File: config.mk
export PLATFORM = sky130hd
export DESIGN_NAME = etroc_frame_builder_flat
export DESIGN_NICKNAME = d
export VERILOG_FILES = /design/src/rtl/etroc_frame_builder_if.sv /design/src/rtl/etroc_frame_builder.sv /design/src/flat_wrapper.sv
export SDC_FILE = /design/constraint.sdc
export NUM_CORES = 1
export LEC_CHECK = 0
export ABC_CLOCK_PERIOD_IN_PS = 4300
export CORE_ASPECT_RATIO = 0.75
export CORE_MARGIN = 2
export CORE_UTILIZATION = 45
export CTS_CLUSTER_DIAMETER = 100
export DETAILED_ROUTE_END_ITERATION = 12
export HOLD_SLACK_MARGIN = 0.08
export PLACE_DENSITY = 0.61
export SETUP_SLACK_MARGIN = 0.3
export SYNTH_ARGS = -nofsm -noshare
export SYNTH_HDL_FRONTEND = slang
export SYNTH_SLANG_ARGS = --single-unit
File: constraint.sdc
create_clock -name CLK -period 4.3 [get_ports CLK]
set_input_delay 0.86 -clock CLK [delete_from_list [all_inputs] [get_ports CLK]]
set_output_delay 0.86 -clock CLK [all_outputs]
set_load 0.05 [all_outputs]
File: src/rtl/etroc_frame_builder_if.sv
// Readout stream from the frame builder FIFO to the DAQ consumer.
// Master drives the tagged word and valid; slave answers with ready.
interface etroc_frame_builder_if;
  logic [31:0] outData;
  logic        outValid;
  logic        outReady;

  modport master (
    output outData,
    output outValid,
    input  outReady
  );

  modport slave (
    input  outData,
    input  outValid,
    output outReady
  );
endinterface

File: src/rtl/etroc_frame_builder.sv
// Classifies descrambled ETROC frames, tracks events and queues tagged words in a show-ahead FIFO.
// Optional macro FRAME_STATS_EN adds the eventCount/hitCount statistics registers.
module etroc_frame_builder #(
  parameter int unsigned FIFO_AW = 4
) (
  input  logic                   CLK,
  input  logic                   RSTn,
  input  logic                   synched,
  input  logic [29:0]            dataIn,
  etroc_frame_builder_if.master  out_if,
  output logic                   inEvent,
  output logic [3:0]             errSticky,
  input  logic                   errClear,
  output logic [15:0]            eventCount,
  output logic [23:0]            hitCount
);

  localparam int unsigned Depth = 1 << FIFO_AW;

  typedef enum logic [0:0] {StIdle, StEvent} state_e;

  logic [29:0]        s1_data_q;
  logic               s1_synched_q;
  state_e             state_q;
  logic [7:0]         hit_cnt_q;
  logic [3:0]         err_q;
  logic [31:0]        mem_q [Depth];
  logic [FIFO_AW-1:0] wptr_q;
  logic [FIFO_AW-1:0] rptr_q;
  logic [FIFO_AW:0]   count_q;

  logic [1:0] frame_type;
  logic       is_hdr;
  logic       is_dat;
  logic       is_trl;
  logic       in_evt;
  logic       wr_req;
  logic       fifo_full;
  logic       fifo_rd;
  logic       fifo_wr;
  logic       fifo_valid;
  logic [3:0] err_set;
  logic [7:0] hit_cnt_inc;

  always_ff @(posedge CLK) begin
    if (!RSTn) begin
      s1_data_q    <= '0;
      s1_synched_q <= 1'b0;
    end else begin
      s1_data_q    <= dataIn;
      s1_synched_q <= synched;
    end
  end

  always_comb begin
    frame_type  = s1_data_q[29:28];
    is_hdr      = (frame_type == 2'b10);
    is_dat      = (frame_type == 2'b11);
    is_trl      = (frame_type == 2'b01);
    in_evt      = (state_q == StEvent);
    hit_cnt_inc = (hit_cnt_q == 8'hFF) ? 8'hFF : hit_cnt_q + 8'd1;

    // A header is always written; data and trailers only inside an event.
    wr_req     = s1_synched_q & (is_hdr | (in_evt & (is_dat | is_trl)));
    fifo_valid = (count_q != '0);
    fifo_full  = count_q[FIFO_AW];
    fifo_rd    = fifo_valid & out_if.outReady;
    fifo_wr    = wr_req & (~fifo_full | fifo_rd);

    err_set    = '0;
    err_set[0] = wr_req & fifo_full & ~fifo_rd;
    err_set[1] = s1_synched_q & in_evt & is_trl & (hit_cnt_q != s1_data_q[7:0]);
    err_set[2] = s1_synched_q & ((~in_evt & (is_dat | is_trl)) | (in_evt & is_hdr));
    err_set[3] = ~s1_synched_q & in_evt;
  end

  // Event FSM; state and hit count advance even when the FIFO drops the frame.
  always_ff @(posedge CLK) begin
    if (!RSTn) begin
      state_q   <= StIdle;
      hit_cnt_q <= '0;
    end else if (!s1_synched_q) begin
      state_q <= StIdle;
    end else begin
      unique case (state_q)
        StIdle: begin
          if (is_hdr) begin
            state_q   <= StEvent;
            hit_cnt_q <= '0;
          end
        end
        StEvent: begin
          if (is_hdr) begin
            hit_cnt_q <= '0;
          end else if (is_dat) begin
            hit_cnt_q <= hit_cnt_inc;
          end else if (is_trl) begin
            state_q <= StIdle;
          end
        end
        default: state_q <= StIdle;
      endcase
    end
  end

  always_ff @(posedge CLK) begin
    if (!RSTn) begin
      err_q <= '0;
    end else if (errClear) begin
      err_q <= '0;
    end else begin
      err_q <= err_q | err_set;
    end
  end

  always_ff @(posedge CLK) begin
    if (fifo_wr) begin
      mem_q[wptr_q] <= {frame_type, s1_data_q};
    end
  end

  always_ff @(posedge CLK) begin
    if (!RSTn) begin
      wptr_q  <= '0;
      rptr_q  <= '0;
      count_q <= '0;
    end else begin
      if (fifo_wr) begin
        wptr_q <= wptr_q + 1'b1;
      end
      if (fifo_rd) begin
        rptr_q <= rptr_q + 1'b1;
      end
      if (fifo_wr && !fifo_rd) begin
        count_q <= count_q + 1'b1;
      end else if (!fifo_wr && fifo_rd) begin
        count_q <= count_q - 1'b1;
      end
    end
  end

  assign out_if.outValid = fifo_valid;
  assign out_if.outData  = fifo_valid ? mem_q[rptr_q] : '0;
  assign inEvent         = in_evt;
  assign errSticky       = err_q;

`ifdef FRAME_STATS_EN
  logic        trl_done;
  logic        dat_acc;
  logic [15:0] event_count_q;
  logic [23:0] hit_count_q;

  assign trl_done = s1_synched_q & in_evt & is_trl;
  assign dat_acc  = s1_synched_q & in_evt & is_dat;

  always_ff @(posedge CLK) begin
    if (!RSTn || errClear) begin
      event_count_q <= '0;
      hit_count_q   <= '0;
    end else begin
      if (trl_done) begin
        event_count_q <= event_count_q + 16'd1;
      end
      if (dat_acc) begin
        hit_count_q <= hit_count_q + 24'd1;
      end
    end
  end

  assign eventCount = event_count_q;
  assign hitCount   = hit_count_q;
`else
  assign eventCount = '0;
  assign hitCount   = '0;
`endif

endmodule

File: src/flat_wrapper.sv
// flat-port wrapper written by rule: the top's interface ports become plain ports
module etroc_frame_builder_flat 
#(
  parameter int unsigned FIFO_AW = 4
)
  (CLK, RSTn, synched, dataIn, inEvent, errSticky, errClear, eventCount, hitCount, out_if_outData, out_if_outValid, out_if_outReady);
  etroc_frame_builder_if out_if_i ();
  input  logic CLK;
  input  logic RSTn;
  input  logic synched;
  input  logic [29:0] dataIn;
  output logic inEvent;
  output logic [3:0] errSticky;
  input  logic errClear;
  output logic [15:0] eventCount;
  output logic [23:0] hitCount;
  output wire logic [$bits(out_if_i.outData)-1:0] out_if_outData;
  output wire logic [$bits(out_if_i.outValid)-1:0] out_if_outValid;
  input wire logic [$bits(out_if_i.outReady)-1:0] out_if_outReady;
  assign out_if_outData = out_if_i.outData;
  assign out_if_outValid = out_if_i.outValid;
  assign out_if_i.outReady = out_if_outReady;
  etroc_frame_builder #(.FIFO_AW(FIFO_AW)) u_core (.CLK(CLK), .RSTn(RSTn), .synched(synched), .dataIn(dataIn), .out_if(out_if_i), .inEvent(inEvent), .errSticky(errSticky), .errClear(errClear), .eventCount(eventCount), .hitCount(hitCount));
endmodule
# Word level (Yosys, flattened, before mapping)
# Memories as Yosys holds them, arrays and structs flattened. A register that Yosys moved wholly into a read port is not among the register bits.
# Index checks and enable logic that the tools add are counted.
# classes
bitwise_logic,23
eq_ne,7
add_sub_neg,5
n_mux,17
n_reduce_logical,9
# op_table
operator,count
$mux 32,1
$mux 8,4
$pmux 8 s2,1
$and 1x1->1,13
$mux 5,2
$add 4x1->4 const B,2
$add 8x1->8 const B,1
$eq 8x8->1 const B,1
$mux 4,2
$ne 8x8->1,1
$mux 1,6
$add 5x1->5 const B,1
$not 1->1,5
$reduce_bool 5->1,1
$sub 5x1->5 const B,1
$eq 2x2->1 const B,2
$or 1x1->1,4
$or 4x4->4,1
$ne 3x3->1 const B,1
$reduce_and 3->1,1
$eq 2x1->1 const B,1
$logic_and 1x1->1,2
$logic_not 1->1,2
$ne 2x1->1 const B,1
other kinds (4),4
# totals
mem_count,1
register_bits,57
mem_bits_rw,512
output_inout_bits,78
wordCells,70
# mem_list
name,depth,width,rd,rd_ports_with_merged_regs,write_ports,line,source
u_core.mem_q,16,32,1,1,1,etroc_frame_builder.sv:27,logic [31:0] mem_q [Depth];

# Depth between registers and ports, before layout
# Gate-level depths: netlist of the first run.
# logic_depth
ltp_word,10
depth_mapped,11

# Least setup slack after synthesis of the first run
# No wires, ideal clock.
# synth_path
path_kind,reg2reg
start,reg u_core.state_q (netlist: u_core.inEvent)
end,mem u_core.mem_q[0][0] (enable)
setup_slack_ps,148
t_arrival_ps,3697
synth_period_minus_slack_ps,4152
stages_incl_launch_ff,7
setup_ps,455
cell_sequence,dfxtp_1 > clkbuf_1 > mux2_2 > and3_1 > clkbuf_1 > nand2_1 > nor3_1
# synth_between
elab_chain_len,6
# synth_rtl
item,line,source
start: declaration,etroc_frame_builder.sv:24,state_e state_q;
start signal: assignment,etroc_frame_builder.sv:80,state_q <= StIdle;
start signal: assignment,etroc_frame_builder.sv:83,state_q <= StIdle;
start signal: assignment,etroc_frame_builder.sv:88,state_q <= StEvent;
$and 1x1->1,etroc_frame_builder.sv:64,wr_req = s1_synched_q & (is_hdr | (in_evt & (is_dat | is_trl)));
$or 1x1->1,etroc_frame_builder.sv:64,
$and 1x1->1,etroc_frame_builder.sv:64,
$and 1x1->1,etroc_frame_builder.sv:68,fifo_wr = wr_req & (~fifo_full | fifo_rd);
$mux 1,etroc_frame_builder.sv:117,if (fifo_wr) begin
$mux 1 (not written as such),etroc_frame_builder.sv:118,"mem_q[wptr_q] <= {frame_type, s1_data_q};"
end: declaration,etroc_frame_builder.sv:27,
# No other way between the ends.

# Worst setup path in the final report of the first run
# layout_path
start,reg u_core.count_q[0]
end,out out_if_outData[3]
# layout_between
elab_chain_len,2
# layout_rtl
item,line,source
start: declaration,etroc_frame_builder.sv:30,logic [FIFO_AW:0] count_q;
start signal: assignment,etroc_frame_builder.sv:135,count_q <= count_q + 1'b1;
start signal: assignment,etroc_frame_builder.sv:137,count_q <= count_q - 1'b1;
$reduce_bool 5->1,etroc_frame_builder.sv:65,fifo_valid = (count_q != '0);
$mux 32,etroc_frame_builder.sv:143,assign out_if.outData = fifo_valid ? mem_q[rptr_q] : '0;
end: declaration,flat_wrapper.sv:17,output wire logic [$bits(out_if_i.outData)-1:0] out_if_outData;
# No other way between the ends.

==> results summary, run 1 <==
The maximum number of pins on one net before global-route repair came out at 38. Among all stages on the critical path, the largest delay is contributed by or4_4. For this run, asynchronously set or reset flops after synthesis account for 0.

In this run the critical register-to-register path is launched from u_core.count_q[0]. The type of the tightest min-delay check is reg2reg. The number of cells after detailed placement came out at 1,734. The analysis attributes to cell leakage a power of 7.91 nW. Walking the worst path, the cells encountered are or4_4 > or2_4 > nor2b_4 > buf_12 > a221o_1 > dlygate4sd2_1.

Counting flops with a built-in enable in the synthesized netlist gives 480. The worst setup path is of the reg2out kind. The initial antenna violation count came to 0. The total routing usage reported by global routing came out at 0.187.

The cell count of the worst reg-to-reg path came out at 9. The count of mapped cells out of synthesis is 1,046. The final-layout setup total negative slack came out at 0 ns. The sink count of the clock tree came out at 541. The minimum clock period is 3.90 ns. The utilization of the core after routing came out at 0.532. The headroom to the max-slew limit came out at 0.496. Summing all multi-input logic gate instances after layout gives 0.00509 mm2.

Port buffering added 72 buffers. The layout cell share with drive strength beyond 1 came out at 0.271. The highest clock rate came out at 257 MHz. The top-area cell type share of the netlist area came out at 0.685. Setup repair after global routing left no endpoint under its margin.

For the pin with the worst max-slew slack, the measured transition is 0.755 ns. The post-synthesis to final-layout area growth came out at 16.6%. The aggregate routed wire length is 44,600 um. The minimum setup slack after placement is 0.584 ns. The number of fill cells is 3,625.

The final setup violation count came out at 0. The total I/O pin count came out at 113. The post-synth design cell area came out at 0.0210 mm2. The final instance count without filler cells came out at 1,842. At the worst endpoint, the arrival time is 3.04 ns. From left edge to right edge, the die measures 254 um. Routability-driven placement finished with a final weighted congestion of 0.717.

The maximum vdd drop is 0.000563 V. The number of standard-cell rows in the floorplan is 68. The critical path's largest stage delay is 0.61 ns. The total vias in the final route came out at 10.0k. Once routing completed, OpenROAD measured the worst setup slack at 0.404 ns. The clock latency on the worst-skew pair is 0.58 ns. After the first detailed-routing iteration, the DRC count stood at 850. The origin of the worst min-delay path is u_core.errSticky[1].

Hold is met by 0.461 ns. Once detail routing completed, the nets flagged for antenna violations numbered 0. The clock tree skew after final layout is 0.0139 ns. The total area inside the core boundary comes to 0.0461 mm2.

The number of instances on the worst hold path is 2. The number of warnings issued by yosys came out at 0. Using the TritonRoute via totals, the vias-per-cell ratio works out to 5.44. The critical path required time is 3.44 ns. The number of endpoints with negative hold slack in the final report is 0. The highest net fanout along the worst path came out at 22. The final worst-path cycle share came out at 0.906.

After synthesis, the most frequently instantiated cells are edfxtp_1, mux4_2, dfxtp_1, buf_4, and2_1. The endpoint type of the worst setup path is an output port. The count of unique library cells instantiated by Yosys came out at 47. For this run, the register share of the synthesized area comes to 0.743. The first global-routing pass estimated 65,900 um of wire. The flip-flop and latch area is 0.0156 mm2. Max-cap violations in this run came to 0. The CTS tree is built. The leftover overflow at the end of global routing is 0. Summed over all instances, the cell type with the most area after synthesis is edfxtp_1. Ranked by total cell area, the synthesized netlist is headed by edfxtp_1, mux4_2, dfxtp_1. In the post-synthesis netlist, the cell with the most instances is edfxtp_1.

The initial cell density of the core came out at 0.456. The worst-case clock buffer depth came out at 3. The wire length per cell is 24.2 um. The number of diodes came out at 0. The count of hold-fix buffers inserted at cts came out at 0. The total iterations of the first detailed-routing run is 5.

The run finished with clean final reports. In this run the number of H-tree levels came out at 2. For this run, the leading register cell type out of synthesis is edfxtp_1. Dividing the synthesized area by the synthesized cell count gives 20.1 um2. The register bit count reported by yosys is 541.

Clock-pin slew was measured on the worst setup and hold paths at 0.06 ns. The number of global-route vias before repair came out at 9,932. The register-to-register path setup slack is 1.30 ns. In this run, CTS created clock tree buffers numbering 51. The worst hold path terminates at u_core.errSticky[1]. The cell sitting at the root of the clock tree is a clkbuf_16. The overall die height is 191 um. The final layout net count came out at 1,215. The number of slew-limit violations in the final report came out at 0.

The worst setup path is launched from a flip-flop. The full die area came out at 0.0485 mm2. In this run the critical register-to-register path is captured at u_core.count_q[3]. The HPWL after detailed placement is 24,800 um. In the routed design, unresolved DRC markers number 0. The total power per unit cell area came out at 553 mW/mm2.
-- cells by family (layout without fill, tap and decap cells) --
family	Yosys count	in the layout	synth area share
DFF	541	541	0.743
muxes	156	156	0.147
buffers and inverters	101	228	0.0287
other	1	40	0.000178
AOI/OAI and AO/OA	69	69	0.0263
xor gates and xnor gates	14	14	0.00583
adders and majority gates	11	11	0.00690
and+or+nand+nor	153	153	0.0414
-- how the worst max path moves through the flow --
stage | startpoint | end | slack, ns | cells after the start
final | u_core.count_q[0] | out_if_outData[3] | 0.40 | 6
after global routing | u_core.count_q[0] | out_if_outData[3] | 0.33 | 6
after CTS | flip-flop | out_if_outData[23] | 0.30 | 6
after detailed placement | u_core.count_q[0] | out_if_outData[0] | 0.58 | 6
after global placement | u_core.count_q[0] | out_if_outData[0] | 0.62 | 6
after floorplan | u_core.inEvent | u_core.mem_q[3][0] | 0.44 | 4
-- final cells by class --
cell class,instances,area share
Clock buffer,66,0.0564
Clock inverter,30,0.0157
Inverter,6,0.000918
Multi-Input combinational cell,443,0.208
Sequential cell,541,0.638
Tap cell,630,0.0321
Timing Repair Buffer,126,0.0493
-- timing repair --
action | 4_1_cts | 5_1_grt
buffers inserted | 5 | 7
cloned | 0 | 0
endpoints found under the setup margin | 17 | 5
pin swaps | 1 | 0
resized for setup | 15 | 1
-- critical path, delay by kind of cell, from the launching register on --
family                 cells  cell delay (ns)
AOI/OAI and AO/OA          1             0.40
buffers and inverters      2             0.65
DFF                        1             0.36
and+or+nand+nor            3             1.05
-- power breakdown --
group	leakage [nW]	total, mW	switching (mW)	internal (mW)
registers	4.89	5.92	0.148	5.77
logic	2.15	2.91	1.67	1.24
clock network	0.866	4.74	1.92	2.81
-- cell usage in the layout (no fill, tap or decap), types with 11 or more instances in the layout --
master,n
edfxtp_1,480
mux4_2,120
buf_4,59
dfxtp_1,58
clkbuf_16,51
conb_1,40
and2_1,39
clkdlybuf4s50_1,39
nor2b_1,34
mux2_2,31
a221o_1,30
nand2_1,15
dlygate4sd2_1,15
xnor2_1,14
nor2_4,13
buf_12,12
o21ai_0,11
-- layer usage --
metal  global-route usage  vias to the layer above  share of wire
li1                     -                     4403              -
met1                0.282                     5314           0.46
met2                0.296                      260           0.47
met3               0.0264                       45          0.051
met4               0.0355                        0          0.013
met5                    0                        -              0
-- through the flow --
stage	total power, mW	instance area [um2]
floorplan	8.24	21200
global route	14.0	24500
detailed placement	9.03	22700
CTS	13.7	24500
finish	13.6	24500
global placement	9.03	22700
-- flip-flops by register name (all words and copies together), names as in the netlist, named ones only --
name	count
u_core.s1_data_q	30
u_core.inEvent	1
u_core.s1_synched_q	1
u_core.errSticky	4
u_core.wptr_q	4
u_core.count_q	5
u_core.rptr_q	4
u_core.hit_cnt_q	8
u_core.mem_q	480
Power figures use the tool's default switching activity.
==> run 2, diff against run 1 <==
Settings changed: CTS_CLUSTER_DIAMETER 100 to 120.
==> results of run 2 <==
No change in the layout: final DEF, timing and power equal those of run 1.
==> run 3, diff against run 2 <==
Settings changed: SLEW_MARGIN from default to 40.
==> results of run 3 <==
No change in the layout: final DEF, timing and power equal those of run 1.
